[config.mk]
export PLATFORM = sky130hd
export DESIGN_NAME = lcd_reader
export DESIGN_NICKNAME = d
export VERILOG_FILES = /design/src/rtl/lcd_pkg.sv /design/src/rtl/lcd_timer.sv /design/src/rtl/lcd_reader.sv
export SDC_FILE = /design/constraint.sdc
export NUM_CORES = 1
export LEC_CHECK = 0
export ABC_AREA = 1
export ABC_CLOCK_PERIOD_IN_PS = 2140
export BUFFER_PORTS_ARGS = -buffer_cell sky130_fd_sc_hd__clkbuf_2
export CORE_MARGIN = 2
export CORE_UTILIZATION = 40
export DETAILED_ROUTE_END_ITERATION = 16
export GPL_ROUTABILITY_DRIVEN = 0
export GPL_TIMING_DRIVEN = 0
export PLACE_DENSITY = 0.6
export SLEW_MARGIN = 10
export SYNTH_ARGS = -nofsm -noshare
export SYNTH_HDL_FRONTEND = slang
export SYNTH_SLANG_ARGS = --single-unit
[constraint.sdc]
create_clock -name clk -period 2.14 [get_ports clk]
set_clock_uncertainty 0.2 [all_clocks]
set_input_delay 0.428 -clock clk [delete_from_list [all_inputs] [get_ports clk]]
set_output_delay 0.428 -clock clk [all_outputs]
set_load 0.005 [all_outputs]
[src/rtl/lcd_pkg.sv]
// Shared definitions for the LCD read/write controllers.
//   - Control_in command codes for the writer (05/06) and reader (07/08/09)
//   - status codes reported on the status port
//   - reader FSM state encoding
package lcd_pkg;

   localparam logic [7:0] CTRL_IDLE      = 8'h00;
   localparam logic [7:0] CTRL_WR_CMD    = 8'h05;
   localparam logic [7:0] CTRL_WR_DATA   = 8'h06;
   localparam logic [7:0] CTRL_RD_STATUS = 8'h07;
   localparam logic [7:0] CTRL_RD_DATA   = 8'h08;
   localparam logic [7:0] CTRL_POLL_BUSY = 8'h09;

   localparam logic [7:0] ST_READY      = 8'h00;
   localparam logic [7:0] ST_DONE       = 8'h01;
   localparam logic [7:0] ST_WR_CMD     = 8'h04;
   localparam logic [7:0] ST_WR_DATA    = 8'h08;
   localparam logic [7:0] ST_RD_BUSY    = 8'h0A;
   localparam logic [7:0] ST_INVALID    = 8'hE0;
   localparam logic [7:0] ST_POLL_TMOUT = 8'hE1;

   typedef enum logic [2:0] {
      RD_IDLE,
      RD_SETUP,
      RD_EHIGH,
      RD_SAMPLE,
      RD_HOLD,
      RD_DONE,
      RD_WAIT_REL
   } rd_state_t;

   function automatic logic is_read_cmd(input logic [7:0] c);
      return (c == CTRL_RD_STATUS) || (c == CTRL_RD_DATA) || (c == CTRL_POLL_BUSY);
   endfunction

endpackage

[src/rtl/lcd_timer.sv]
// 8-bit down-counter used to time LCD bus phases.
//   clk, reset   : clock, synchronous active-low reset
//   load         : load load_val (takes priority over counting)
//   en           : count down while nonzero
//   load_val     : value loaded; a phase lasts load_val+1 cycles
//   expired      : terminal count (counter at zero)
module lcd_timer (
   input  logic       clk,
   input  logic       reset,
   input  logic       load,
   input  logic       en,
   input  logic [7:0] load_val,
   output logic       expired
);

   logic [7:0] cnt_q;

   always_ff @(posedge clk) begin
      if (!reset)
         cnt_q <= '0;
      else if (load)
         cnt_q <= load_val;
      else if (en && (cnt_q != 8'd0))
         cnt_q <= cnt_q - 8'd1;
   end

   assign expired = (cnt_q == 8'd0);

endmodule

[src/rtl/lcd_reader.sv]
// HD44780-style read controller: status read, data read and busy-poll.
//   clk, reset  : clock, synchronous active-low reset
//   Control_in  : command (00 idle, 07 status, 08 data, 09 poll busy)
//   Data_lcd    : LCD data bus, valid while E is high
//   RS, RW, E   : LCD control pins (RW=1 only during a read cycle)
//   Data_out    : last captured byte
//   busy_flag   : bit 7 of last status read
//   addr_cnt    : bits 6:0 of last status read
//   status      : 00 ready, 0A busy, 01 done, E0 invalid, E1 poll timeout
//   sel_out     : completed-command counter (wraps)
//
// state       | meaning
// ------------+-----------------------------------------------
// RD_IDLE     | waiting for a command
// RD_SETUP    | RS/RW settled, address setup before E rises
// RD_EHIGH    | E high, TPW cycles
// RD_SAMPLE   | last E-high cycle; bus captured and E drops
// RD_HOLD     | E low, TCYC cycles before next cycle/finish
// RD_DONE     | report completion, release bus
// RD_WAIT_REL | hold status until Control_in returns to 00
module lcd_reader
   import lcd_pkg::*;
#(
   parameter int TPW      = 8,
   parameter int TCYC     = 65,
   parameter int MAX_POLL = 255
) (
   input  logic       clk,
   input  logic       reset,
   input  logic [7:0] Control_in,
   input  logic [7:0] Data_lcd,
   output logic       RS,
   output logic       RW,
   output logic       E,
   output logic [7:0] Data_out,
   output logic       busy_flag,
   output logic [6:0] addr_cnt,
   output logic [7:0] status,
   output logic [2:0] sel_out
);

   // Timer phase lasts load_val+1 cycles, hence the -1.
   localparam logic [7:0] TPW_LOAD   = 8'(TPW - 1);
   localparam logic [7:0] TCYC_LOAD  = 8'(TCYC - 1);
   localparam logic [7:0] MAX_POLL_L = 8'(MAX_POLL);

   rd_state_t  state_q, state_d;
   logic [7:0] cmd_q;
   logic [7:0] poll_cnt_q;
   logic       tmr_load;
   logic [7:0] tmr_val;
   logic       tmr_en;
   logic       tmr_expired;

   lcd_timer u_timer (
      .clk      (clk),
      .reset    (reset),
      .load     (tmr_load),
      .en       (tmr_en),
      .load_val (tmr_val),
      .expired  (tmr_expired)
   );

   always_ff @(posedge clk) begin
      if (!reset)
         state_q <= RD_IDLE;
      else
         state_q <= state_d;
   end

   always_comb begin
      state_d  = state_q;
      tmr_load = 1'b0;
      tmr_val  = '0;
      case (state_q)
         RD_IDLE: begin
            if (is_read_cmd(Control_in))
               state_d = RD_SETUP;
         end
         RD_SETUP: begin
            state_d  = RD_EHIGH;
            tmr_load = 1'b1;
            tmr_val  = TPW_LOAD;
         end
         RD_EHIGH: begin
            if (tmr_expired)
               state_d = RD_SAMPLE;
         end
         RD_SAMPLE: begin
            state_d  = RD_HOLD;
            tmr_load = 1'b1;
            tmr_val  = TCYC_LOAD;
         end
         RD_HOLD: begin
            if (tmr_expired) begin
               // busy_flag already reflects the byte captured in SAMPLE
               if ((cmd_q != CTRL_POLL_BUSY) || !busy_flag)
                  state_d = RD_DONE;
               else if (poll_cnt_q < MAX_POLL_L)
                  state_d = RD_SETUP;
               else
                  state_d = RD_WAIT_REL;
            end
         end
         RD_DONE: state_d = RD_WAIT_REL;
         RD_WAIT_REL: begin
            if (Control_in == CTRL_IDLE)
               state_d = RD_IDLE;
         end
         default: state_d = RD_IDLE;
      endcase
   end

   always_comb begin
      tmr_en = (state_q == RD_EHIGH) || (state_q == RD_HOLD);
      RW     = (state_q == RD_SETUP) || (state_q == RD_EHIGH) ||
               (state_q == RD_SAMPLE) || (state_q == RD_HOLD);
      RS     = RW && (cmd_q == CTRL_RD_DATA);
      E      = (state_q == RD_EHIGH) || (state_q == RD_SAMPLE);
   end

   always_ff @(posedge clk) begin
      if (!reset) begin
         cmd_q      <= CTRL_IDLE;
         poll_cnt_q <= '0;
         Data_out   <= '0;
         busy_flag  <= 1'b0;
         addr_cnt   <= '0;
         status     <= ST_READY;
         sel_out    <= '0;
      end else begin
         case (state_q)
            RD_IDLE: begin
               if (is_read_cmd(Control_in)) begin
                  cmd_q      <= Control_in;
                  poll_cnt_q <= '0;
                  status     <= ST_RD_BUSY;
               end else if (Control_in == CTRL_IDLE) begin
                  status <= ST_READY;
               end else begin
                  status <= ST_INVALID;
               end
            end
            RD_SAMPLE: begin
               Data_out <= Data_lcd;
               if (cmd_q != CTRL_RD_DATA) begin
                  busy_flag <= Data_lcd[7];
                  addr_cnt  <= Data_lcd[6:0];
               end
            end
            RD_HOLD: begin
               if (state_d == RD_SETUP)
                  poll_cnt_q <= poll_cnt_q + 8'd1;
               else if (state_d == RD_WAIT_REL) begin
                  status     <= ST_POLL_TMOUT;
                  poll_cnt_q <= '0;
               end
            end
            RD_DONE: begin
               status     <= ST_DONE;
               sel_out    <= sel_out + 3'd1;
               poll_cnt_q <= '0;
            end
            default: ;
         endcase
      end
   end

endmodule

==> out/metrics.cfg <==
[synthesis]
synth.largest_area_cell = dfxtp_1
synthXorXnorAreaFrac_pct = 2.53
netlist_top_cells_area = dfxtp_1, nor2_1, nand2_1, o21ai_0, a21oi_1
synth-seq-cells = 49
ys_warn_count = 0
syn_area_um2 = 2420
synth.top_cell.area_share_pct = 40.5
synth_top_family_by_area = simple AND/OR/NAND/NOR gates
synthCells = 335
synth_cell_type_count = 35
synth_simple_gate_area_share_pct = 32.5
synthMuxAreaShare_pct = 0
yosysSeqAreaShare_pct = 40.5
yosys.area_share.adder_pct = 1.55
synth_compound_area_share_pct = 13.5
syn_avg_cell_area_um2 = 7.23

[timing]
relSlewSlack_pct = 65.9
fin_ws_ps = 84.4
worst_slew_pin_slew_ps = 511
maxSlewViolCount = 0
max_freq_mhz = 486
setup_viol = 0
period_share_pct = 96.1
setup-tns-final_ps = 0
min_period_ps = 2060
hold_viol_final = 0
rsz0062_at_grt = true

[status]
status = finished, final reports clean

[floorplanning]
die_y_um = 81.8
ios = 48
die_w_um = 81.8
core_um2 = 5890
dieArea_um2 = 6690
start_util_pct = 41.1
rows = 28

[pwr]
vdd_drop_max_v = 0.000326
powerDensity_nw_per_um2 = 587
p_leak_nw = 1.32

[worst_setup_path]
worstPathRequired_ps = 1510
cp_max_fo = 5
cp-start-kind = flip-flop
critPathKind = reg -> out
crit_path_end_kind = output pin
cp.arrival_ps = 1430

[layout]
syn2layout_area_growth_pct = 19.3
final_cells = 466
layout_commonest_cell = nor2_1
final_cell_mix = nor2_1, dfxtp_1, nand2_1
final_util_pct = 49.1
final_nets = 411
n_antenna_cell = 0
drive_above_1_share_pct = 26.9

[routing]
post_drt_wl_per_cell_um = 11.7
drt_iter0_drc = 106
drc_errors = 0
num_vias = 2252
drt-vias-per-instance = 4.83
ant_nets = 0
routed_wl_mm = 5.47
drt_pass1_iterations = 4

[cts]
numCtsBuffers = 5
cts_buffer_depth = 2
cts_htree_levels = 2
clock_sinks = 49
ctsRootBufferMaster = clkbuf_8
cts_tree = done
clk_latency_ps = 310
path_clk_slew_ps = 100
holdBufCountCts = 0

[placed_design]
dpl.hpwl_mm = 4.08
dp_slack_ps = 10.3
io_buffers = 45
placed_cells = 456

[global_route]
gr-total-overflow = 0
grt_pass1_wl_mm = 9.02
grt_max_degree = 18
antenna_found_initial = 0
grt_usage_pct = 17.3
grt_pass1_vias = 2005

[min_path]
min_path_type = in -> reg

[flow_run]
maxCapViolations = 0

==> routing by layer <==
layer  up-vias  share of wire (%)  global-route usage, %
met3         7                3.7                   4.18
li1       1187                  -                      -
met5         -                  0                      0
met2        46                 46                   27.4
met1      1012                 49                   23.3
met4         0                1.4                   5.50
==> worst max-delay path, cell delays in order (launching register included) <==
cell and delay, ps:
dfxtp_1 360, inv_2 120, nand3_2 140, nand2_2 100, inv_1 70, a21oi_1 180
clkbuf_2 140
==> report_power, final <==
| part | internal (mW) | total, mW | switching [mW] |
|---|---|---|---|
| registers | 0.925 | 0.938 | 0.0123 |
| logic | 0.0710 | 0.184 | 0.113 |
| clock network | 0.236 | 0.574 | 0.337 |
| total | 1.23 | 1.70 | 0.463 |
==> state kept, by name, indices dropped and copies added (netlist names) <==
name / flops
cmd_q: 8
busy_flag: 1
poll_cnt_q: 8
sel_out: 3
status: 3
state_q: 3
addr_cnt: 7
Data_out: 8
u_timer.cnt_q: 8
==> stage by stage <==
stage / instance area (µm²) / hold slack [ps] / power [mW]
floorplan: 2420 / 218 / 1.08
global placement: 2740 / 226 / 1.13
detailed placement: 2740 / 231 / 1.13
CTS: 2840 / 171 / 1.71
global route: 2890 / 167 / 1.78
finish: 2890 / 175 / 1.70
==> synthesized netlist by cell type (all sizes together) <==
library cell,instances
nor2,71
nand2,55
dfxtp,49
inv,38
o21ai,31
a21oi,27
nand3,18
nand4,10
buf,9
xor2,5
clkbuf,4
ha,3
nor3,3
nor3b,3
xnor2,2
a21boi,1
a221oi,1
conb,1
nand3b,1
o2111ai,1
o21a,1
or2,1
==> kinds of logic (layout without fill, tap and decap cells) <==
family          count (synthesis)  after routing
fa+ha+maj                       3              3
other cells                     1              2
flops                          49             49
compound gates                 62             62
xor+xnor                        7              7
simple gates                  162            162
buf+inv                        51            106
==> area by class of cell <==
type	count	area (µm²)
timing repair buffer	47	240
clock buffer	5	68.8
fill	624	3000
inverter	38	143
clock inverter	3	25.0
tap	75	93.8
multi-input combinational	236	1250
buffer	13	81.3
sequential	49	983
==> path summary, 6_finish.rpt <==
kind              slack [ps]             to  depth (start not counted)              from
setup reg to reg         160  poll_cnt_q[0]                         10  u_timer.cnt_q[0]
setup / recovery          80             RS                          6        state_q[0]
hold / removal           180    Data_out[3]                          3       Data_lcd[3]
hold reg to reg          240       cmd_q[7]                          2          cmd_q[7]
==> what timing repair did <==
item | CTS | global route
pin swaps | 0 | 6
resized for setup | 1 | 12
endpoints found under the setup margin | 1 | 17
buffers inserted | 0 | 2
No activity file was read; power rests on OpenSTA's default activity.
